<file path="config.mk">
export PLATFORM = sky130hd
export DESIGN_NAME = acorn128_seq_ctrl
export DESIGN_NICKNAME = d
export VERILOG_FILES = /design/src/rtl/acorn128_seq_ctrl.sv
export SDC_FILE = /design/constraint.sdc
export NUM_CORES = 2
export LEC_CHECK = 0
export ABC_AREA = 1
export CAP_MARGIN = 30
export CORE_AREA = 10 10 293 295
export CTS_CLUSTER_SIZE = 25
export DETAILED_ROUTE_END_ITERATION = 6
export DIE_AREA = 0 0 303 305
export PLACE_DENSITY_LB_ADDON = 0.2
export SLEW_MARGIN = 25
export SYNTH_ARGS = -nofsm -noshare
export SYNTH_HDL_FRONTEND = slang
export SYNTH_SLANG_ARGS = --single-unit
</file>
<file path="constraint.sdc">
create_clock -name clk -period 4.4 [get_ports clk]
set_input_delay 0.44 -clock clk [delete_from_list [all_inputs] [get_ports clk]]
set_output_delay 0.44 -clock clk [all_outputs]
set_load 0.005 [all_outputs]
</file>
<file path="src/rtl/acorn128_seq_ctrl.sv">
// acorn128_seq_ctrl
// Phase sequencer for the ACORN-128 bit-serial datapath. One state step is
// issued per cycle through INIT, AD, ENC and FIN. The sequencer supplies the
// per-step message bit and the ca/cb control bits, and it captures keystream
// into the ciphertext and tag registers.
module acorn128_seq_ctrl #(
    parameter int AD_LEN  = 128,
    parameter int MSG_LEN = 128
) (
    input  logic               clk,
    input  logic               rst,
    input  logic               start,
    input  logic [127:0]       key_in,
    input  logic [127:0]       iv_in,
    input  logic [AD_LEN-1:0]  ad_in,
    input  logic [MSG_LEN-1:0] plaintext_in,
    input  logic               ks_in,
    output logic               state_clr,
    output logic               step_en,
    output logic               mbit_out,
    output logic               ca_out,
    output logic               cb_out,
    output logic [2:0]         phase_out,
    output logic               busy,
    output logic               done,
    output logic [MSG_LEN-1:0] cipher_out,
    output logic [127:0]       tag_out
);

    typedef enum logic [2:0] {
        PH_IDLE = 3'd0,
        PH_INIT = 3'd1,
        PH_AD   = 3'd2,
        PH_ENC  = 3'd3,
        PH_FIN  = 3'd4,
        PH_DONE = 3'd5
    } phase_t;

    // Step indices that bound each phase and its padding, all sized to the
    // 11-bit step counter.
    localparam logic [10:0] INIT_LAST    = 11'd1791;
    localparam logic [10:0] AD_DATA_END  = 11'(AD_LEN);
    localparam logic [10:0] AD_PAD_END   = 11'(AD_LEN + 128);
    localparam logic [10:0] AD_LAST      = 11'(AD_LEN + 255);
    localparam logic [10:0] MSG_DATA_END = 11'(MSG_LEN);
    localparam logic [10:0] MSG_PAD_END  = 11'(MSG_LEN + 128);
    localparam logic [10:0] MSG_LAST     = 11'(MSG_LEN + 255);
    localparam logic [10:0] FIN_LAST     = 11'd767;
    localparam logic [10:0] TAG_FIRST    = 11'd640;

    // Bit-index widths for the AD and plaintext vectors. A 1-bit vector still
    // gets a 1-bit index.
    localparam int AW = (AD_LEN  > 1) ? $clog2(AD_LEN)  : 1;
    localparam int MW = (MSG_LEN > 1) ? $clog2(MSG_LEN) : 1;

    phase_t             r_phase;
    logic [10:0]        r_cnt;
    logic [127:0]       r_key;
    logic [127:0]       r_iv;
    logic [AD_LEN-1:0]  r_ad;
    logic [MSG_LEN-1:0] r_pt;
    logic [MSG_LEN-1:0] r_cipher;
    logic [127:0]       r_tag;

    logic [AW-1:0]      w_adIdx;
    logic [MW-1:0]      w_msgIdx;
    logic               w_mbit;
    logic               w_ca;
    logic               w_cb;

    assign w_adIdx  = r_cnt[AW-1:0];
    assign w_msgIdx = r_cnt[MW-1:0];

    // Derive the message and control bits for the current step. The value
    // depends only on the phase and the step count. The INIT key bits repeat
    // with period 128, so the low 7 counter bits select both the key bit and
    // the IV bit.
    always_comb begin
        w_mbit = 1'b0;
        w_ca   = 1'b0;
        w_cb   = 1'b0;
        case (r_phase)
            PH_INIT: begin
                w_ca = 1'b1;
                w_cb = 1'b1;
                if (r_cnt < 11'd128) begin
                    w_mbit = r_key[r_cnt[6:0]];
                end else if (r_cnt < 11'd256) begin
                    w_mbit = r_iv[r_cnt[6:0]];
                end else if (r_cnt == 11'd256) begin
                    w_mbit = ~r_key[0];
                end else begin
                    w_mbit = r_key[r_cnt[6:0]];
                end
            end
            PH_AD: begin
                w_cb = 1'b1;
                if (r_cnt < AD_DATA_END) begin
                    w_mbit = r_ad[w_adIdx];
                    w_ca   = 1'b1;
                end else if (r_cnt == AD_DATA_END) begin
                    w_mbit = 1'b1;
                    w_ca   = 1'b1;
                end else if (r_cnt < AD_PAD_END) begin
                    w_ca = 1'b1;
                end
            end
            PH_ENC: begin
                if (r_cnt < MSG_DATA_END) begin
                    w_mbit = r_pt[w_msgIdx];
                    w_ca   = 1'b1;
                end else if (r_cnt == MSG_DATA_END) begin
                    w_mbit = 1'b1;
                    w_ca   = 1'b1;
                end else if (r_cnt < MSG_PAD_END) begin
                    w_ca = 1'b1;
                end
            end
            PH_FIN: begin
                w_ca = 1'b1;
                w_cb = 1'b1;
            end
            default: begin
                w_mbit = 1'b0;
            end
        endcase
    end

    // Phase sequencer: latch the job, step through the phases without idle
    // cycles between them, and capture keystream into cipher and tag.
    always_ff @(posedge clk) begin
        if (rst) begin
            r_phase  <= PH_IDLE;
            r_cnt    <= 11'd0;
            r_key    <= '0;
            r_iv     <= '0;
            r_ad     <= '0;
            r_pt     <= '0;
            r_cipher <= '0;
            r_tag    <= '0;
        end else begin
            case (r_phase)
                PH_IDLE: begin
                    if (start) begin
                        r_key    <= key_in;
                        r_iv     <= iv_in;
                        r_ad     <= ad_in;
                        r_pt     <= plaintext_in;
                        r_cipher <= '0;
                        r_tag    <= '0;
                        r_cnt    <= 11'd0;
                        r_phase  <= PH_INIT;
                    end
                end
                PH_INIT: begin
                    if (r_cnt == INIT_LAST) begin
                        r_cnt   <= 11'd0;
                        r_phase <= PH_AD;
                    end else begin
                        r_cnt <= r_cnt + 11'd1;
                    end
                end
                PH_AD: begin
                    if (r_cnt == AD_LAST) begin
                        r_cnt   <= 11'd0;
                        r_phase <= PH_ENC;
                    end else begin
                        r_cnt <= r_cnt + 11'd1;
                    end
                end
                PH_ENC: begin
                    if (r_cnt < MSG_DATA_END) begin
                        r_cipher[w_msgIdx] <= r_pt[w_msgIdx] ^ ks_in;
                    end
                    if (r_cnt == MSG_LAST) begin
                        r_cnt   <= 11'd0;
                        r_phase <= PH_FIN;
                    end else begin
                        r_cnt <= r_cnt + 11'd1;
                    end
                end
                PH_FIN: begin
                    if (r_cnt >= TAG_FIRST) begin
                        r_tag[r_cnt[6:0]] <= ks_in;
                    end
                    if (r_cnt == FIN_LAST) begin
                        r_cnt   <= 11'd0;
                        r_phase <= PH_DONE;
                    end else begin
                        r_cnt <= r_cnt + 11'd1;
                    end
                end
                PH_DONE: begin
                    r_cnt   <= 11'd0;
                    r_phase <= PH_IDLE;
                end
                default: begin
                    r_cnt   <= 11'd0;
                    r_phase <= PH_IDLE;
                end
            endcase
        end
    end

    assign step_en    = (r_phase == PH_INIT) || (r_phase == PH_AD) ||
                        (r_phase == PH_ENC)  || (r_phase == PH_FIN);
    assign state_clr  = (r_phase == PH_IDLE) && start && !rst;
    assign busy       = (r_phase != PH_IDLE);
    assign done       = (r_phase == PH_DONE);
    assign phase_out  = r_phase;
    assign mbit_out   = w_mbit;
    assign ca_out     = w_ca;
    assign cb_out     = w_cb;
    assign cipher_out = r_cipher;
    assign tag_out    = r_tag;

endmodule

</file>
---- After elaboration in Yosys (flattened, before gate mapping) ----
Index checks and enable logic that the tools add are counted.
cells by class
  $add $sub $neg .......................... 1
  bitwise logic cells ..................... 2
  equal/unequal tests ..................... 17
  reduce and logical (&&, ||, !) cells .... 18
  multiplexer cells ....................... 40
  order comparisons ....................... 5
operators with widths
  kind                                                                  number
  case mux 128 bit (2 select lines)                                     2
  2-to-1 mux 128 bit                                                    3
  bitwise mux 128 bit                                                   2
  2-to-1 mux 11 bit                                                     4
  case mux 11 bit (4 select lines)                                      1
  binary-select mux 1 bit (select 7 bit)                                4
  == test 11 x 9 -> 1 bit (second input constant)                       2
  2-to-1 mux 1 bit                                                      15
  2-to-1 mux 3 bit                                                      5
  case mux 3 bit (5 select lines)                                       1
  != test 2 bit (second input constant)                                 7
  adder 11 x 1 -> 11 bit (second input constant)                        1
  == test 11 x 10 -> 1 bit (second input constant)                      1
  == test 11 bit (second input constant)                                1
  == test 11 x 8 -> 1 bit (second input constant)                       1
  greater-or-equal comparator 11 x 10 -> 1 bit (second input constant)  1
  less-than comparator 11 x 8 -> 1 bit (second input constant)          1
  less-than comparator 11 x 9 -> 1 bit (second input constant)          1
  less-than comparator 7 x 8 -> 1 bit (second input constant)           1
  demux 1 bit (select 7 bit)                                            1
  greater-or-equal comparator 7 x 1 -> 1 bit (second input constant)    1
  == test 3 x 2 -> 1 bit (second input constant)                        2
  == test 3 bit (second input constant)                                 2
  AND reduction 3 bit                                                   2
  other kinds (15)                                                      21
word-level totals
  flip-flop bits (word level) ............. 782
  input bits .............................. 516

---- Depth between registers and ports, before layout ----
  word-level depth ........................ 7
  gate-level depth with buffers ........... 21

---- Worst setup path before layout ----
No wires, ideal clock.
  kind .................................... register to output
  start point ............................. register r_cnt[1]
  end point ............................... output port mbit_out
  data arrival time ....................... 1.889 ns
  slack ................................... 2.071 ns
  data required time ...................... 3.960 ns
  path buffers ............................ 3
  stages on the path, launching flop included .. 14
  path through ............................ dfxtp_1 -> inv_2 -> buf_2 -> buf_2 -> buf_1 -> ha_1 -> nand3_1 -> o21ai_0 -> a21oi_1 -> nand3_1 -> nor2_1 -> nor2_1 -> nand2_1 -> nand2_1
on the way
  longest elaborated chain between the ends .. 6
  elaborated cells on any way between the ends .. 19
RTL lines
  element                                 RTL line  text
  start, declared                         57        logic [10:0] r_cnt;
  start signal, assigned                  160       r_cnt <= r_cnt + 11'd1;
  start signal, assigned                  168       r_cnt <= r_cnt + 11'd1;
  start signal, assigned                  179       r_cnt <= r_cnt + 11'd1;
  binary-select mux 1 bit (select 7 bit)  87, 93
  2-to-1 mux 1 bit (not written as such)  87, 93
  2-to-1 mux 1 bit                        90        end else if (r_cnt == 11'd256) begin
  2-to-1 mux 1 bit                        88        end else if (r_cnt < 11'd256) begin
  2-to-1 mux 1 bit                        86        if (r_cnt < 11'd128) begin
  case mux 1 bit (3 select lines) *       82        case (r_phase)
  end, declared                           20        output logic mbit_out,
Mark *: on every way between the ends. The rest lies on a longest branch, timed or not. The select of a mux whose other input is x is not followed.

---- Final worst setup path ----
Ends and elaborated chain as after synthesis.

==> impl_metrics.ini <==
[logic_synthesis]
synth_cells = 4735
ys_seq_elements = 782
async_reset_ff_share_pct = 0
synth_edf_count = 0
avgSynthCellArea_um2 = 7.13
yosys_warnings = 0
ys_seq_area_share_pct = 46.4
yosys_most_used_dff = dfxtp_1
syn-num-nets = 5253
synth_area_mm2 = 0.0338
synth_cell_types = 33

[sta]
fin_crit_sh_pct = 96.9
rsz0062_at_grt = false
fin_tns_setup_ns = 0
finalClockSkew_ns = 0.0302
tightest_slew_ns = 1.09
slew_headroom_pct = 27.5
holdWs_ns = 0.345
max_freq_ghz = 0.235
drv_slew = 0
finalSetupViolations = 0
hold_viol_final = 0
layout_min_cycle_time_ns = 4.26

[worst_setup_path]
critPathTopFamily = buffers and inverters
arrival_ns = 3.82
worstSetupEndpointType = output port
worst-r2r-setup-slack_ns = 0.88
crit_path_max_fanout = 18
start_kind = flip-flop
reg2reg_from = r_cnt[1]
cp_slowest_cell = clkdlybuf4s50_1
critPathKind = reg2out
cp.buffers_inverters = 4
slowest_delay_ns = 0.49
cp-startpoint = r_cnt[1]
crit_chain = inv_2, nand2_1, nor2_1, inv_2, buf_4, o22ai_1, nor2_1, nand3_1, nand2_1, nand2_1, nor2_1, nand3_1, nor2_1, nor2_1, nand2_1, nand2_1, clkdlybuf4s50_1
crit_required_ns = 3.96

[clock_tree]
cts_made_buffers = 86
root_buffer = clkbuf_16
htree_levels = 3
clk_latency_ns = 0.64
cts.clk_slew.worst_paths_ns = 0.06
clock-sinks = 782
cts_buffer_depth = 3
cts_setup_buffers = 0
cts_tree = done

[routing]
route.detailed.wl_per_inst_um = 22.4
first_pass_iters = 5
ant_nets = 0
wirelength_um = 144000
drcViolationCount = 0
via_per_inst = 5.54
drt_iter0_drc = 3444
num_vias = 35689

[power_and_ir_drop]
switching_share_pct = 35.9
p_seq_share_pct = 39.1
leakagePower_nw = 17.0
p_per_area_mw_per_mm2 = 512
vdd_ir_drop_max_v = 0.000453
internal_power_mw = 14.8
clkPwrFrac_pct = 32.1
pwr-share-comb_pct = 28.9
power_mw = 23.0
power_switching_mw = 8.27

[floorplan]
fp.dieH_um = 305
start_util_pct = 42.3
coreArea_mm2 = 0.0799
die_x_um = 303
die_area_mm2 = 0.0924
ios = 782
row_count = 104

[cells_and_area]
layout_common_cells = 945 x nand2_1, 780 x clkdlybuf4s50_1, 779 x dfxtp_1, 713 x o21ai_0, 629 x nor2_1
final_common_cell = nand2_1
final_net_count = 5800
synthToLayoutAreaGrowth_pct = 33.2
stdcell_count = 6443
postLayoutCellArea_mm2 = 0.0450
drive_gt1_share_pct = 4.54

[worst_hold_path]
hp-class = in2reg
hold_path_startpoint = key_in[44]

[place]
dpl.hpwl_um = 99500
port_buffers = 781
placed_area_mm2 = 0.0420
place.gp.congestion = 0.881
dp_cells = 6253

[global_routing]
grt_pass1_vias = 33212
grt_pass1_wl_um = 210000
gr-total-overflow = 0
grt_max_degree = 209
antenna_found_initial = 45
grt_use_total_pct = 29.3

[outcome]
status = complete, no violations

[job]
maxCapViolCount = 0
## power by group through the flow
| stage | logic [mW] | clock network [mW] | registers [mW] |
|---|---|---|---|
| global placement | 6.46 | 0 | 9.09 |
| detailed placement | 6.52 | 0 | 9.11 |
| floorplan | 4.34 | 0 | 8.93 |
| CTS | 6.56 | 7.46 | 8.97 |
| global route | 7.34 | 7.74 | 9.12 |
| finish | 6.65 | 7.39 | 9.00 |
## what timing repair did
item	CTS	global route
resized for setup	0	8
hold buffers	0	0
setup endpoints to repair	0	1
## stage by stage
step                util [%]  setup slack, ns
floorplan                  -             2.07
finish                  56.3            0.136
global placement        52.5            0.762
CTS                     56.1           0.0229
detailed placement      52.5            0.707
global route            56.3          0.00547
## worst paths after layout
path,to,cells after the start
worst max-delay path,mbit_out,17
worst min-delay path,r_key[44],3
worst max register to register,r_cnt[4],16
worst min register to register,r_ad[36],2
## metal layers
layer | up-vias | part of all wire (%) | GRT usage [%] | wire, µm
met5 | - | 0.055 | 0 | 80
met4 | 12 | 4.7 | 15.7 | 6790
met2 | 1623 | 47 | 47.5 | 67900
li1 | 16998 | - | - | -
met3 | 311 | 8.4 | 6.08 | 12100
met1 | 16745 | 40 | 36.1 | 57600
## synth_stat cells (3+ instances only)
library cell,instances,area share (%)
inv_2,4,0.044
buf_4,6,0.13
nor2_1,638,7.1
nand4_1,150,2.8
a21oi_1,469,7.0
a31oi_1,3,0.056
nand2_1,952,11
o21ai_0,714,11
buf_1,17,0.19
a311oi_1,128,3.3
dfxtp_1,782,46
a22oi_1,25,0.56
buf_6,7,0.23
buf_2,98,1.5
nor2_2,3,0.056
inv_1,295,3.3
o21ai_1,19,0.28
clkinv_1,5,0.056
nor3_1,4,0.059
nand3_1,88,1.3
o22ai_1,48,0.89
clkbuf_1,253,2.8
xor2_1,5,0.13
buf_8,11,0.49
## layout make-up
class	count	area, µm²
sequential	782	15700
antenna	36	90.1
multi-input combinational	3257	15300
timing repair buffer	851	8600
clock inverter	25	308
tap	1060	1330
fill	7658	34900
inverter	304	1170
clock buffer	128	2550
## worst reg2reg max path, cell delays in order (launching register included)
cell	delay (ns)
dfxtp_4	0.40
buf_4	0.52
buf_4	0.45
ha_1	0.24
nand3_1	0.10
nor2_1	0.16
nand2_1	0.12
inv_1	0.09
nand2_1	0.09
nor4_1	0.20
nor2_1	0.10
nor2_1	0.20
inv_1	0.12
nor2_1	0.19
inv_1	0.12
nand2_1	0.21
nor2_1	0.08
## cells by family (layout without fill, tap and decap cells)
kind of cell | Yosys count | after routing | synth area share (%)
simple gates | 1838 | 1838 | 21.9
compound gates | 1411 | 1411 | 22.8
flops | 782 | 782 | 46.4
buf+inv | 696 | 1308 | 8.69
xor+xnor | 6 | 6 | 0.156
fa+ha+maj | 2 | 2 | 0.0741
other cells | 0 | 36 | 0
## sequential cells by signal (all words and copies together), names as in the netlist
signal,count
cipher_out,128
r_ad,128
r_key,128
phase_out,3
r_pt,128
tag_out,128
r_iv,128
r_cnt,11
Power figures use the tool's default switching activity.
